## src/rtl/seven_seg_mux.sv

```systemverilog
// ============================================================================
// Module   : seven_seg_mux
// Purpose  : N-digit multiplexed common-anode 7-segment driver with PWM,
//            leading-zero blanking and frame-synchronous shadow latching.
// Revision : 1.0 - initial release
// ============================================================================
`default_nettype none

module seven_seg_mux #(
  parameter int NUM_DIGITS   = 4,
  parameter int DIV_WIDTH    = 18,
  parameter int BRIGHT_WIDTH = 4
) (
  input  logic                    clk,
  input  logic                    rst_n,
  input  logic [4*NUM_DIGITS-1:0] value,
  input  logic [NUM_DIGITS-1:0]   dp,
  input  logic                    blank_lz,
  input  logic [BRIGHT_WIDTH-1:0] brightness,
  input  logic                    enable,
  output logic [6:0]              seg,
  output logic                    dp_n,
  output logic [NUM_DIGITS-1:0]   an,
  output logic                    frame_start
);

  localparam int IDX_W = (NUM_DIGITS > 1) ? $clog2(NUM_DIGITS) : 1;
  localparam logic [IDX_W-1:0]     LAST_IDX = IDX_W'(NUM_DIGITS - 1);
  localparam logic [IDX_W-1:0]     IDX_ONE  = IDX_W'(1);
  localparam logic [DIV_WIDTH-1:0] DIV_ONE  = DIV_WIDTH'(1);
  localparam logic [DIV_WIDTH-1:0] DIV_MAX  = '1;
  localparam logic [6:0]           SEG_OFF  = 7'h7F;

  logic [DIV_WIDTH-1:0]    div_cnt_q, div_cnt_d;
  logic [IDX_W-1:0]        digit_idx_q, digit_idx_d;
  logic [4*NUM_DIGITS-1:0] value_sh_q, value_sh_d;
  logic [NUM_DIGITS-1:0]   dp_sh_q, dp_sh_d;
  logic                    blank_lz_sh_q, blank_lz_sh_d;
  logic [BRIGHT_WIDTH-1:0] brightness_sh_q, brightness_sh_d;
  logic [6:0]              seg_q, seg_d;
  logic                    dp_n_q, dp_n_d;
  logic [NUM_DIGITS-1:0]   an_q, an_d;
  logic                    frame_start_q, frame_start_d;

  logic                    load;
  logic [4*NUM_DIGITS-1:0] src_value;
  logic [NUM_DIGITS-1:0]   src_dp;
  logic                    src_blz;
  logic [BRIGHT_WIDTH-1:0] src_br;
  logic [NUM_DIGITS-1:0]   upper_zero;
  logic                    zero_acc;
  logic [3:0]              nib;
  logic                    dp_bit;
  logic                    blanked;
  logic [BRIGHT_WIDTH-1:0] pwm_top;
  logic                    lit;

  function automatic logic [6:0] glyph(input logic [3:0] n);
    case (n)
      4'h0: glyph = 7'h40;
      4'h1: glyph = 7'h79;
      4'h2: glyph = 7'h24;
      4'h3: glyph = 7'h30;
      4'h4: glyph = 7'h19;
      4'h5: glyph = 7'h12;
      4'h6: glyph = 7'h02;
      4'h7: glyph = 7'h78;
      4'h8: glyph = 7'h00;
      4'h9: glyph = 7'h10;
      4'hA: glyph = 7'h08;
      4'hB: glyph = 7'h03;
      4'hC: glyph = 7'h46;
      4'hD: glyph = 7'h21;
      4'hE: glyph = 7'h06;
      default: glyph = 7'h0E;
    endcase
  endfunction

  always_comb begin
    load = enable && (digit_idx_q == '0) && (div_cnt_q == '0);

    // The load cycle decodes from the live inputs so the frame's first digit is never stale.
    src_value = load ? value      : value_sh_q;
    src_dp    = load ? dp         : dp_sh_q;
    src_blz   = load ? blank_lz   : blank_lz_sh_q;
    src_br    = load ? brightness : brightness_sh_q;

    zero_acc   = 1'b1;
    upper_zero = '0;
    for (int i = NUM_DIGITS - 1; i >= 0; i--) begin
      zero_acc      = zero_acc && (src_value[4*i +: 4] == 4'h0);
      upper_zero[i] = zero_acc;
    end

    nib     = 4'h0;
    dp_bit  = 1'b0;
    blanked = 1'b0;
    for (int i = 0; i < NUM_DIGITS; i++) begin
      if (digit_idx_q == IDX_W'(i)) begin
        nib     = src_value[4*i +: 4];
        dp_bit  = src_dp[i];
        blanked = (i != 0) && src_blz && upper_zero[i];
      end
    end

    pwm_top = div_cnt_q[DIV_WIDTH-1 -: BRIGHT_WIDTH];
    lit     = (src_br == '1) || (pwm_top < src_br);

    an_d   = '1;
    seg_d  = SEG_OFF;
    dp_n_d = 1'b1;
    if (enable && lit) begin
      for (int i = 0; i < NUM_DIGITS; i++) begin
        an_d[i] = (digit_idx_q != IDX_W'(i));
      end
      seg_d  = blanked ? SEG_OFF : glyph(nib);
      dp_n_d = !dp_bit;
    end
    frame_start_d = load;

    div_cnt_d   = '0;
    digit_idx_d = '0;
    if (enable) begin
      div_cnt_d   = div_cnt_q + DIV_ONE;
      digit_idx_d = digit_idx_q;
      if (div_cnt_q == DIV_MAX) begin
        digit_idx_d = (digit_idx_q == LAST_IDX) ? '0 : digit_idx_q + IDX_ONE;
      end
    end

    value_sh_d      = load ? value      : value_sh_q;
    dp_sh_d         = load ? dp         : dp_sh_q;
    blank_lz_sh_d   = load ? blank_lz   : blank_lz_sh_q;
    brightness_sh_d = load ? brightness : brightness_sh_q;
  end

  always_ff @(posedge clk or negedge rst_n) begin
    if (!rst_n) begin
      div_cnt_q       <= '0;
      digit_idx_q     <= '0;
      value_sh_q      <= '0;
      dp_sh_q         <= '0;
      blank_lz_sh_q   <= 1'b0;
      brightness_sh_q <= '0;
      seg_q           <= SEG_OFF;
      dp_n_q          <= 1'b1;
      an_q            <= '1;
      frame_start_q   <= 1'b0;
    end else begin
      div_cnt_q       <= div_cnt_d;
      digit_idx_q     <= digit_idx_d;
      value_sh_q      <= value_sh_d;
      dp_sh_q         <= dp_sh_d;
      blank_lz_sh_q   <= blank_lz_sh_d;
      brightness_sh_q <= brightness_sh_d;
      seg_q           <= seg_d;
      dp_n_q          <= dp_n_d;
      an_q            <= an_d;
      frame_start_q   <= frame_start_d;
    end
  end

  assign seg         = seg_q;
  assign dp_n        = dp_n_q;
  assign an          = an_q;
  assign frame_start = frame_start_q;

endmodule

`default_nettype wire

```

## config.mk

```make
export PLATFORM = sky130hd
export DESIGN_NAME = seven_seg_mux
export DESIGN_NICKNAME = d
export VERILOG_FILES = /design/src/rtl/seven_seg_mux.sv
export SDC_FILE = /design/constraint.sdc
export NUM_CORES = 1
export LEC_CHECK = 0
export ABC_AREA = 0
export CORE_ASPECT_RATIO = 1.25
export CORE_UTILIZATION = 32
export DETAILED_ROUTE_END_ITERATION = 10
export PLACE_DENSITY = 0.59
export SETUP_SLACK_MARGIN = 0.2
export SYNTH_ARGS = -nofsm -noshare
export SYNTH_HDL_FRONTEND = slang
export SYNTH_SLANG_ARGS = --single-unit
```

## constraint.sdc

```tcl
create_clock -name clk -period 3.7 [get_ports clk]
set_input_delay 0.555 -clock clk [delete_from_list [all_inputs] [get_ports clk]]
set_output_delay 0.555 -clock clk [all_outputs]
set_load 0.01 [all_outputs]
```

# Word-level counts from Yosys, hierarchy flattened
# Memories as Yosys holds them, arrays and structs flattened.
# Cells that the tools add are included.
# totals
word_cells,62
in_bits,28
romBits,112
reg_bits,58
n_memories,1
# memory_table
memory,depth,width,rd,rd_clocked_by_memory_dff,write_ports,line,source
(name not given),16,7,1,0,0,59,case (n)
# op_classes
order_cmp,1
muxes,23
n_reduce_logical,16
add_sub_neg,2
n_eq_ne,9
# ops
operator,count
2-to-1 mux 4 bit,7
adder 18 x 1 -> 18 bit (second input constant),1
equality test 18 bit (second input constant),1
logical NOT 18 bit,1
2-to-1 mux 18 bit,1
2-to-1 mux 16 bit,1
2-to-1 mux 7 bit,2
logical NOT 4 bit,3
2-to-1 mux 1 bit,9
logical AND 1 bit,8
2-to-1 mux 2 bit,3
equality test 2 bit (second input constant),2
equality test 4 bit (second input constant),1
less-than comparator 4 bit,1
!= test 2 x 1 -> 1 bit (second input constant),2
!= test 2 bit (second input constant),2
adder 2 x 1 -> 2 bit (second input constant),1
equality test 2 x 1 -> 1 bit (second input constant),1
logical NOT 2 bit,1
nonzero test 2 bit,1
logical NOT 1 bit,1
logical OR 1 bit,1

# Logic depth before layout (Yosys ltp)
# Gate-level depths: netlist of the first run.
# logic_depth
word_depth,13
depth_mapped,16
depth_no_buf,14

# Worst setup path before layout of the first run
# No wires, ideal clock.
# synth_timing
path_type,reg2reg
startpoint,reg digit_idx_q[0]
endpoint,reg seg_q[4] (netlist: seg[4])
t_arrival_ps,2970
slack_ps,642
period_less_slack_ps,3058
path_buffers,3
required_time_ps,3612
stages_incl_launch_ff,17
path_cell_list,dfrtp_1 -> inv_1 -> ha_1 -> nor4b_1 -> nand2_1 -> nor3_4 -> buf_6 -> buf_8 -> mux2i_1 -> ha_1 -> nor3_1 -> a211oi_1 -> o32ai_1 -> and2_1 -> buf_4 -> o41a_4 -> o221ai_2
# synth_via
elab_chain_len,13
elab_cells_between_ends,31
# synth_rtl
item,line,source
"start, declared",35,"logic [IDX_W-1:0] digit_idx_q, digit_idx_d;"
"start signal, assigned",151,digit_idx_q <= digit_idx_d;
branches (longest 12 deep; another with memory (16 x 7 bit)),n/a,
2-to-1 mux 7 bit (*),112,if (enable && lit) begin
net seg_d[4],40,"logic [6:0] seg_q, seg_d;"
"end signal, assigned",156,seg_q <= seg_d;
"end, declared",40,
# Mark *: on every way through the listed nets, which the timed path passes.
# A chain may end at the register's enable or synchronous reset.

# Final worst setup path of the first run
# layout_timing
startpoint,reg digit_idx_q[0]
endpoint,reg seg_q[0] (netlist: seg[0])
# layout_via
elab_cells_between_ends,31
# layout_lines
item,line,source
logical NOT 2 bit (*),80,load = enable && (digit_idx_q == '0) && (div_cnt_q == '0);
logical AND 1 bit (*) (2 in a row),80,
2-to-1 mux 16 bit (*),n/a,
net src_value[7],46,logic [4*NUM_DIGITS-1:0] src_value;
branches (longest 6 deep; another with memory (16 x 7 bit)),n/a,
2-to-1 mux 7 bit (*),116,seg_d = blanked ? SEG_OFF : glyph(nib);
2-to-1 mux 7 bit (*),112,
net seg_d[0],40,
# Marks and branches as above.

==> results.ini, run 1 <==
[status]
status = complete, no violations

[synthesis]
synth_compound_area_share_pct = 10.2
synth_seq_area_share_pct = 48.7
syn_avg_cell_area_um2 = 11.1
async_reset_ff_share_pct = 100
ys_ff_latch = 58
synth_top_cell_area_share_pct = 38.2
synth_area_um2 = 3010
synthDistinctLibCells = 49
ys_warn_count = 0
netlist_instances = 272
post_synth_xor_area_fraction_pct = 4.36
synth_edf_count = 0
synth-simple-area-share_pct = 16.1
synth_top_family_by_area = simple AND/OR/NAND/NOR gates
synth_area_leaders = dfrtp_1 38%, dfstp_2 10%, ha_1 5.8%
muxShareOfSynthArea_pct = 10.0
synth_top_area_cell = dfrtp_1
synth_fa_ha_area_share_pct = 5.81
synth_ff_type = dfrtp_1
synth_nets = 314

[critical_path]
cpLargestDelayFamily = simple AND/OR/NAND/NOR gates
path_cells = inv_1 > ha_1 > nor4b_1 > nand2_1 > nor3_4 > buf_12 > mux2_2 > a221o_1 > a22o_2 > nand2b_1 > and3b_1 > o21ai_2
cp_max_fo = 27
cp.arrival_ns = 3.47
slowest_stage = dfrtp_1
cpPeakStageDelay_ns = 0.41
crit_buf_inv = 2
critPathKind = register to register
cp-start-kind = register
end_kind = register
required_ns = 3.96

[floorplan]
start_util_pct = 33.0
core-area_um2 = 9130
die_w_um = 88.8
rows = 39
fp.dieH_um = 110
die_area_um2 = 9810
ios = 41

[sta]
fin_skew_ns = 0.00800
period_needed_ns = 3.21
tightestPinTransition_ns = 0.602
setup_tns_ns = 0
maxSlewViolCount = 0
finalCritPeriodShare_pct = 86.6
grt_setup_unrepaired = no
max-slew-margin-rel_pct = 59.9
setup_viol = 0
hold_viol = 0
fmax_mhz = 312

[place]
dp_hpwl_um = 4440
placed_cells = 427
placed_area_um2 = 3530
place.gp.congestion = 0.709
io_buffer_count = 40

[global_routing]
gr-total-overflow = 0
grt_pass1_wl_um = 10300
grtUsageTotal_pct = 14.1
grt_antenna_before_repair = 0
grt_max_degree = 34
grt_pass1_vias = 2158

[clocking]
cts_tree = yes
htree_levels = 3
cts.path.max_buffers = 2
numCtsBuffers = 9
root_buffer = clkbuf_16
clkSinkCount = 58
path_clk_slew_ns = 0.05
clk_latency_ns = 0.33

[drt]
drtAntennaViolNets = 0
wl_per_cell_um = 14.0
dr.pass1.iters = 5
route.detailed.drc = 0
avgViaCountPerCell = 4.73
drtIter0Drc = 137
vias = 2094
routed_wl_um = 6180

[flow_run]
cap_violations = 0

[pwr]
peakVddDrop_mv = 0.277
powerDensity_nw_per_um2 = 526
p_leak_nw = 1.66
total_power_w = 0.00201

[final_layout]
final_nets = 357
syn_to_final_growth_pct = 26.9
num_antenna_cells = 0
finalNonFillerCells = 443
layout-drive-gt1-share_pct = 18.4
fin_util_pct = 41.9
post-route-cell-area_um2 = 3820

[worst_hold_path]
min_path_type = input pin to asynchronous set/reset pin

==> where the power goes <==
part / internal, W / leakage (nW) / switching (W)
logic: 0.000213 / 0.808 / 0.000225
registers: 0.000747 / 0.710 / 0.0000276
clock network: 0.000515 / 0.142 / 0.000282
==> cell usage after synthesis (all sizes together), types with 4 or more instances <==
| cell type | count |
|---|---|
| dfrtp | 46 |
| nor3 | 4 |
| a21oi | 8 |
| nand2 | 18 |
| a22o | 4 |
| buf | 5 |
| nand2b | 5 |
| ha | 14 |
| inv | 21 |
| and3 | 5 |
| nor2b | 4 |
| mux2i | 14 |
| dfstp | 12 |
| nor2 | 13 |
| and2 | 20 |
| nand3 | 11 |
| clkbuf | 6 |
| o211ai | 6 |
| nor4 | 4 |
| mux2 | 14 |
| xnor2 | 13 |
==> what timing repair did <==
action,4_1_cts,5_1_grt
hold buffers,0,0
setup endpoints to repair,0,6
hold endpoints to repair,0,0
setup buffers,0,0
gates resized for setup,0,3
==> metrics by stage <==
stage               hold WS (ns)  setup WS, ns
floorplan                  0.259         0.642
global placement           0.486         0.378
detailed placement         0.489         0.337
CTS                        0.265         0.399
global route               0.286         0.221
finish                     0.235         0.495
==> sequential cells by signal, summed over array words and instances (netlist names) <==
name             count
seg                  7
frame_start          1
value_sh_q          16
blank_lz_sh_q        1
digit_idx_q          2
dp_sh_q              4
dp_n                 1
an                   4
brightness_sh_q      4
div_cnt_q           18
==> kinds of logic (layout without fill, tap and decap cells) <==
family / count (synthesis) / after routing
flip-flops: 58 / 58
AND/OR/NAND/NOR: 89 / 89
adder cells (fa/ha/maj): 14 / 14
multiplexers: 28 / 28
XOR/XNOR: 15 / 15
AO/OA/AOI/OAI: 36 / 36
buffers and inverters: 32 / 80
==> layout by cell type (no fill, tap or decap), types with 5 or more instances in the layout <==
master,n
dfrtp_1,46
clkdlybuf4s50_1,39
inv_1,21
and2_1,19
nand2_1,18
ha_1,14
nor2_1,13
mux2i_1,13
mux2_2,13
xnor2_1,13
dfstp_2,12
nand3_1,11
clkbuf_16,9
a21oi_1,6
nand2b_1,5
and3_1,5
==> cell type report <==
type / count / area, µm²
repair buffers: 43 / 430
inverters: 21 / 78.8
multi-input cells: 182 / 1410
clock buffers: 10 / 229
well taps: 123 / 154
fillers: 885 / 5300
flip-flops and latches: 58 / 1470
clock inverters: 6 / 57.6
==> worst paths after layout <==
path / start / to / slack (ns) / cells past startpoint
setup / recovery: digit_idx_q[0] / seg[0] / 0.49 / 12
max in group asynchronous: rst_n / an[2] / 2.59 / 2
hold reg to reg: blank_lz_sh_q / blank_lz_sh_q / 0.50 / 1
setup reg to reg: digit_idx_q[0] / seg[0] / 0.49 / 12
min in group clk: blank_lz_sh_q / blank_lz_sh_q / 0.50 / 1
hold / removal: rst_n / value_sh_q[4] / 0.23 / 1
==> per-layer routing <==
layer	routed length (µm)	global-route usage, %	vias up
li1	-	-	1021
met1	2480	16.3	1024
met2	3350	23.9	39
met3	219	4.48	10
met4	124	5.16	0
met5	0	0	-
(Power assumes the default switching activity.)
==> run 2, diff against run 1 <==
==> constraint.sdc (replaced) <==
create_clock -name clk -period 3.7 [get_ports clk]
set_input_delay 0.555 -clock clk [delete_from_list [all_inputs] [get_ports clk]]
set_output_delay 0.555 -clock clk [all_outputs]
set_load 0.02 [all_outputs]
==> results of run 2 <==
Same layout as run 1 (identical final DEF). Status: complete, no violations.
Main changes from that run: total power 0.00201 W -> 0.00203 W
